[config.mk]
export PLATFORM = sky130hd
export DESIGN_NAME = mul_div_unit_flat
export DESIGN_NICKNAME = d
export VERILOG_FILES = /design/src/rtl/calc_pkg.sv /design/src/rtl/mul_div_unit_if.sv /design/src/rtl/mul_div_step.sv /design/src/rtl/mul_div_unit.sv /design/src/flat_wrapper.sv
export SDC_FILE = /design/constraint.sdc
export NUM_CORES = 1
export LEC_CHECK = 0
export BUFFER_PORTS_ARGS = -buffer_cell sky130_fd_sc_hd__buf_2
export CAP_MARGIN = 10
export CORE_UTILIZATION = 30
export CTS_CLUSTER_SIZE = 40
export DETAILED_ROUTE_END_ITERATION = 6
export SLEW_MARGIN = 20
export SYNTH_ARGS = -nofsm -noshare
export SYNTH_HDL_FRONTEND = slang
export SYNTH_HIERARCHICAL = 1
export SYNTH_SLANG_ARGS = --single-unit
[constraint.sdc]
create_clock -name clock -period 2.98 [get_ports clock]
set_input_delay 0 -clock clock [delete_from_list [all_inputs] [get_ports clock]]
set_output_delay 0 -clock clock [all_outputs]
set_load 0.02 [all_outputs]
[src/rtl/calc_pkg.sv]
// Shared definitions for the calculator datapath.
//   - Op encoding, matching the control unit's Op field.
//   - State type for the multiply/divide sequencer.
//   - Quotient reported for a divide by zero.
package calc_pkg;

    localparam logic [1:0] OP_ADDSUB = 2'b00;
    localparam logic [1:0] OP_MUL    = 2'b01;
    localparam logic [1:0] OP_DIV    = 2'b10;
    localparam logic [1:0] OP_RSVD   = 2'b11;

    localparam logic [7:0] DIV0_QUOTIENT = 8'hFF;

    typedef enum logic [1:0] {
        IDLE = 2'd0,
        CALC = 2'd1,
        DONE = 2'd2
    } md_state_t;

endpackage

[src/rtl/mul_div_unit_if.sv]
// Request/result bundle between the calculator control unit and mul_div_unit.
//   start       : level request, held until done is seen
//   op          : 01 multiply, 10 divide
//   a, b        : operands (multiplicand/dividend, multiplier/divisor)
//   result      : product, or {remainder, quotient}
//   done / busy : sequencer in DONE / CALC
//   div_by_zero : last divide had b == 0, valid with done
interface mul_div_unit_if #(
    parameter int WIDTH = 8
);
    logic               start;
    logic [1:0]         op;
    logic [WIDTH-1:0]   a;
    logic [WIDTH-1:0]   b;
    logic [2*WIDTH-1:0] result;
    logic               done;
    logic               busy;
    logic               div_by_zero;

    // control unit side
    modport master (
        output start, op, a, b,
        input  result, done, busy, div_by_zero
    );

    // arithmetic unit side
    modport slave (
        input  start, op, a, b,
        output result, done, busy, div_by_zero
    );
endinterface

[src/rtl/mul_div_step.sv]
// One iteration of shift-add multiply or restoring divide (combinational).
//   op      : OP_DIV selects divide, anything else multiply
//   acc_i   : multiply {partial product high, remaining multiplier bits}
//             divide   {partial remainder, dividend/quotient bits}
//   operand : multiplicand (multiply) or divisor (divide)
//   acc_o   : accumulator after this iteration
module mul_div_step
    import calc_pkg::*;
#(
    parameter int WIDTH = 8
) (
    input  logic [1:0]         op,
    input  logic [2*WIDTH-1:0] acc_i,
    input  logic [WIDTH-1:0]   operand,
    output logic [2*WIDTH-1:0] acc_o
);

    logic [WIDTH:0] mul_sum;
    logic [WIDTH:0] rem_sh;
    logic [WIDTH:0] trial;

    always_comb begin
        // Carry out of the high-half add lands in the top bit after the shift.
        mul_sum = {1'b0, acc_i[2*WIDTH-1:WIDTH]} + (acc_i[0] ? {1'b0, operand} : '0);
        // Remainder shifted left with the next dividend bit; needs WIDTH+1 bits.
        rem_sh  = {acc_i[2*WIDTH-1:WIDTH], acc_i[WIDTH-1]};
        // rem_sh < 2*divisor, so the MSB of the difference is a clean sign bit.
        trial   = rem_sh - {1'b0, operand};

        if (op == OP_DIV) begin
            if (!trial[WIDTH])
                acc_o = {trial[WIDTH-1:0], acc_i[WIDTH-2:0], 1'b1};
            else
                acc_o = {rem_sh[WIDTH-1:0], acc_i[WIDTH-2:0], 1'b0};
        end else begin
            acc_o = {mul_sum, acc_i[WIDTH-1:1]};
        end
    end

endmodule

[src/rtl/mul_div_unit.sv]
// Sequential unsigned multiplier / restoring divider, one bit per cycle.
//   clock, reset : rising-edge clock, synchronous active-high reset
//   bus (slave)  : start/op/a/b in; result/done/busy/div_by_zero out
// A request is accepted only from IDLE; WIDTH CALC cycles later the result
// is registered and the unit sits in DONE until start is released.
// A divide by zero skips CALC and reports {a, all-ones}.
module mul_div_unit
    import calc_pkg::*;
#(
    parameter int WIDTH = 8
) (
    input  logic           clock,
    input  logic           reset,
    mul_div_unit_if.slave  bus
);

    localparam int CW = $clog2(WIDTH) + 1;
    localparam logic [CW-1:0] LAST = CW'(WIDTH - 1);

    md_state_t          state_q, state_d;
    logic [CW-1:0]      count_q, count_d;
    logic [2*WIDTH-1:0] acc_q, acc_d;
    logic [WIDTH-1:0]   opnd_q, opnd_d;
    logic [1:0]         op_q, op_d;
    logic [2*WIDTH-1:0] result_q, result_d;
    logic               dz_q, dz_d;
    logic [2*WIDTH-1:0] acc_nxt;

    mul_div_step #(.WIDTH(WIDTH)) u_step (
        .op      (op_q),
        .acc_i   (acc_q),
        .operand (opnd_q),
        .acc_o   (acc_nxt)
    );

    always_comb begin
        state_d  = state_q;
        count_d  = count_q;
        acc_d    = acc_q;
        opnd_d   = opnd_q;
        op_d     = op_q;
        result_d = result_q;
        dz_d     = dz_q;

        case (state_q)
            IDLE: begin
                if (bus.start) begin
                    if (bus.op == OP_MUL || (bus.op == OP_DIV && bus.b != '0)) begin
                        op_d    = bus.op;
                        count_d = '0;
                        dz_d    = 1'b0;
                        state_d = CALC;
                        // Upper half starts clear; the lower half holds the
                        // bits consumed one per iteration.
                        if (bus.op == OP_MUL) begin
                            acc_d  = {{WIDTH{1'b0}}, bus.b};
                            opnd_d = bus.a;
                        end else begin
                            acc_d  = {{WIDTH{1'b0}}, bus.a};
                            opnd_d = bus.b;
                        end
                    end else if (bus.op == OP_DIV) begin
                        result_d = {bus.a, WIDTH'(DIV0_QUOTIENT)};
                        dz_d     = 1'b1;
                        state_d  = DONE;
                    end
                end
            end
            CALC: begin
                acc_d   = acc_nxt;
                count_d = count_q + 1'b1;
                if (count_q == LAST) begin
                    result_d = acc_nxt;
                    state_d  = DONE;
                end
            end
            DONE: begin
                if (!bus.start) state_d = IDLE;
            end
            default: state_d = IDLE;
        endcase
    end

    always_ff @(posedge clock) begin
        if (reset) begin
            state_q  <= IDLE;
            count_q  <= '0;
            acc_q    <= '0;
            opnd_q   <= '0;
            op_q     <= '0;
            result_q <= '0;
            dz_q     <= 1'b0;
        end else begin
            state_q  <= state_d;
            count_q  <= count_d;
            acc_q    <= acc_d;
            opnd_q   <= opnd_d;
            op_q     <= op_d;
            result_q <= result_d;
            dz_q     <= dz_d;
        end
    end

    assign bus.result      = result_q;
    assign bus.done        = (state_q == DONE);
    assign bus.busy        = (state_q == CALC);
    assign bus.div_by_zero = dz_q;

endmodule

[src/flat_wrapper.sv]
// flat-port wrapper written by rule: the top's interface ports become plain ports
module mul_div_unit_flat import calc_pkg::*;
#(
    parameter int WIDTH = 8
)
  (clock, reset, bus_start, bus_op, bus_a, bus_b, bus_result, bus_done, bus_busy, bus_div_by_zero);
  mul_div_unit_if #(.WIDTH(WIDTH)) bus_i ();
  input  logic clock;
  input  logic reset;
  input wire logic [$bits(bus_i.start)-1:0] bus_start;
  input wire logic [$bits(bus_i.op)-1:0] bus_op;
  input wire logic [$bits(bus_i.a)-1:0] bus_a;
  input wire logic [$bits(bus_i.b)-1:0] bus_b;
  output wire logic [$bits(bus_i.result)-1:0] bus_result;
  output wire logic [$bits(bus_i.done)-1:0] bus_done;
  output wire logic [$bits(bus_i.busy)-1:0] bus_busy;
  output wire logic [$bits(bus_i.div_by_zero)-1:0] bus_div_by_zero;
  assign bus_i.start = bus_start;
  assign bus_i.op = bus_op;
  assign bus_i.a = bus_a;
  assign bus_i.b = bus_b;
  assign bus_result = bus_i.result;
  assign bus_done = bus_i.done;
  assign bus_busy = bus_i.busy;
  assign bus_div_by_zero = bus_i.div_by_zero;
  mul_div_unit #(.WIDTH(WIDTH)) u_core (.clock(clock), .reset(reset), .bus(bus_i));
endmodule
==> summary.md <==
| Metric | Value |
|---|---|
| Vias in the first global route | `2665` |
| Post-synth EDFFs | `0` |
| Maximum fanout along the worst path | `12` |
| Pin count of the biggest net entering global routing | `50` |
| Post-synth top area cell | `dfxtp_1` |
| Psw | `about 0.0005 W` |
| IO Count | `40` |
| Worst-Margin Slew | `903 ps` |
| Ratio of cells with drive above 1 in the final layout | `16.0%` |
| Area grow syn2layout | `12.2%` |
| Worst reg2reg path endpoint | `u_core/bus.result[15]$_SDFFE_PP0P_` |
| Finished Layout Cells | `562` |
| CP endpoint kind | `flip-flop` |
| Worst-case reg-to-reg path depth | `13` |
| DRT Pass-1 Iters | `4` |
| Seq cells post-synth | `49` |
| Final Hold Viols | `0` |
| # nets final | `between 400 and 500` |
| Worst hold path startpoint | `bus_b[6]` |
| Inst Count DP | `roughly 550` |
| CTS tree | `yes` |
| Initial antenna violation count | `0` |
| Max cap viols | `0` |
| Reg clk slew, reported paths | `approximately 80 ps` |
| Synthesized area per cell | `8.15 µm²` |
| Power density cells | `approximately 430 nW/µm²` |
| Core area | `10400 µm²` |
| Residual DRC | `0` |
| RSZ-0062 raised after global routing | `no` |
| Clock Power Share | `25.7%` |
| Achievable clock frequency | `roughly 0.36 GHz` |
| TritonCTS buffer count | `5` |
| Sink Count | `a little under 50` |
| Post-CTS Resized | `0` |
| Initial Util | `31.0%` |
| # rows | `37` |
| Mapped Cells | `394` |
| Reg2reg start | `u_core/acc_q[7]$_SDFFE_PP0P_` |
| N_diodes | `0` |
| Routed WL | `a little over 8000 µm` |
| Area contributors post-synth | `dfxtp_1 (31%), nand2_1 (7.5%), ha_1 (7.4%), mux2i_1 (7.2%), a21oi_1 (4.7%)` |
| Syn_nets | `between 400 and 500` |
| Count leader, synth | `nand2_1` |
| Hpwl dp | `between 6000 and 7000 µm` |
| Total GRT Usage | `between 10% and 20%` |
| First-pass GRT wire length | `between 10000 and 15000 µm` |
| Setup violations, final | `0` |
| RePlAce Congestion | `between 0.8 and 0.9` |
| Final Slew Violations | `0` |
| Synthesized area | `roughly 3200 µm²` |
| Seq/Total Area, Yosys | `a little under a third` |
| Warnings from Yosys | `6` |
| Distinct cells, synth | `49` |
| Die Ht | `between 100 and 150 µm` |
| Worst min path class | `in -> reg` |
| Post-CTS Setup Inserts | `0` |
| Die Area | `~11000 µm²` |
| Reg power frac | `around 48%` |
| Worst EP required | `about 3200 ps` |
| Finished Cell Area | `3600 µm²` |
| ANT nets after route | `0` |
| DP Area | `between 3000 and 4000 µm²` |
| Synth Flop Type | `dfxtp_1` |
| Combinational power share | `between 20% and 30%` |
| Status | `completed` |
| Int Pwr | `between 0.001 and 0.0015 W` |
| Port bufs | `39` |
| WHS Endpoint | `u_core/opnd_q[6]$_SDFFE_PP0P_` |
| Lkg Pwr | `between 1.5 and 2 nW` |
| Chip width | `between 100 and 150 µm` |
| 1st-iter DRT viols | `~220` |
| CTS root buffer | `clkbuf_8` |
| CTS Hold Bufs | `3` |
| GRT overflow | `0` |
| H-tree levels | `2` |
| Worst Skew | `5.49 ps` |
| Ys async rst share | `0%` |
| Vias per std cell | `5.09` |
| Total negative slack | `0 ps` |
| Post-DR wirelength/cell | `14.5 µm` |
| Synth top cells by count | `nand2_1 (64), dfxtp_1 (49), nor2_1 (37)` |
| Yosys top cell area share | `30.5%` |
| VDD IR max | `between 200 and 300 µV` |
| Power Total | `~0.0015 W` |
| R2r setup slk | `between 200 and 250 ps` |
| Sw Ratio | `a little under a third` |
| Fillers | `1134` |
| Via count | `~2900` |
| Tcrit/Tclk final | `92.7%` |
| Worst hold path depth | `3` |
| Slew Limit Headroom | `39.8%` |
| Later-pin clock latency in the skew report | `300 ps` |
| Tmin final | `roughly 2800 ps` |
| Crit path kind | `reg -> reg` |
| Worst EP arrival | `between 2000 and 3000 ps` |
| Worst setup SP type | `flip-flop` |
| Clk buf depth | `2` |
-- critical path, cell delays in order, from the launching register on --
cell and delay (ps):
dfxtp_1 330, inv_1 90, ha_1 170, inv_1 50, fa_1 400, a21o_2 220, nand4_1 110, a21oi_1 80
a211o_1 420, or3_1 370, o211a_1 130, nand2_1 80, a31oi_1 90, o21a_1 140
-- per-layer routing --
layer  up-vias  global-route usage, %  wire (µm)
met1      1367                   20.2       3910
li1       1445                      -          -
met4         0                   3.62         74
met2        42                   26.6       3950
met5         -                      0          0
met3         7                   1.98        217
-- layout make-up --
type                       instances  area, µm²  share of cell area, %
clock buffer                       7       86.3                   2.40
inverter                          16       60.1                   1.67
multi-input combinational        306       2040                   56.5
sequential                        49        981                   27.2
tap                              136        170                   4.72
timing repair buffer              48        270                   7.50
-- cells in the final DEF (no fill, tap or decap), drive strengths merged, types with 9 or more instances in the layout --
master	count
a211o	9
o21ai	10
inv	16
and2	10
dfxtp	49
a211oi	18
a21oi	30
ha	19
nor2	45
nand2	64
o21a	11
buf	45
mux2i	23
-- per-stage QoR --
| step | hold WS (ps) | utilization, % | setup WS (ps) |
|---|---|---|---|
| 2_1_floorplan | 96.6 | - | 590 |
| 3_3_place_gp | 254 | 33.6 | 303 |
| 3_5_place_dp | 267 | 33.6 | 246 |
| 4_1_cts | 64.5 | 34.7 | 234 |
| 5_1_grt | 72.7 | 34.7 | 31.1 |
| 6_report | 68.9 | 34.7 | 217 |
-- flip-flops by register name, indices dropped and copies added (netlist names) --
signal,cells
u_core/acc_q,16
u_core/bus.result,16
u_core/opnd_q,8
u_core/count_q,4
u_core/op_q,2
u_core/state_q,2
u_core/bus.div_by_zero,1
-- worst max path at each step --
stage	slack [ps]	endpoint	startpoint
2_1_floorplan	590	u_core/bus.result[14]$_SDFFE_PP0P_	u_core/acc_q[7]$_SDFFE_PP0P_
3_3_place_gp	300	u_core/bus.result[15]$_SDFFE_PP0P_	u_core/acc_q[7]$_SDFFE_PP0P_
3_5_place_dp	250	u_core/bus.result[15]$_SDFFE_PP0P_	u_core/acc_q[7]$_SDFFE_PP0P_
4_1_cts	230	u_core/bus.result[15]$_SDFFE_PP0P_	u_core/acc_q[7]$_SDFFE_PP0P_
5_1_grt	30	u_core/bus.result[14]$_SDFFE_PP0P_	u_core/acc_q[7]$_SDFFE_PP0P_
6_report	220	u_core/bus.result[15]$_SDFFE_PP0P_	u_core/acc_q[7]$_SDFFE_PP0P_
-- power groups by stage --
| stage | logic [W] | registers (W) | clock network [W] |
|---|---|---|---|
| final | 0.000412 | 0.000732 | 0.000396 |
| after global routing | 0.000457 | 0.000738 | 0.000432 |
| after CTS | 0.000411 | 0.000732 | 0.000407 |
| after detailed placement | 0.000406 | 0.000748 | 0 |
| after global placement | 0.000405 | 0.000746 | 0 |
| after floorplan | 0.000304 | 0.000755 | 0 |
-- cell families (layout without fill, tap and decap cells) --
family	count (synthesis)	count (layout)	share of synthesized area (%)
adder cells (fa/ha/maj)	21	21	8.65
flip-flops	49	49	30.5
AND/OR/NAND/NOR	144	144	20.5
buffers and inverters	39	71	6.35
multiplexers	24	24	7.52
XOR/XNOR	11	11	3.00
AO/OA/AOI/OAI	106	106	23.5
Note: power is estimated with default switching activity, not from simulation.
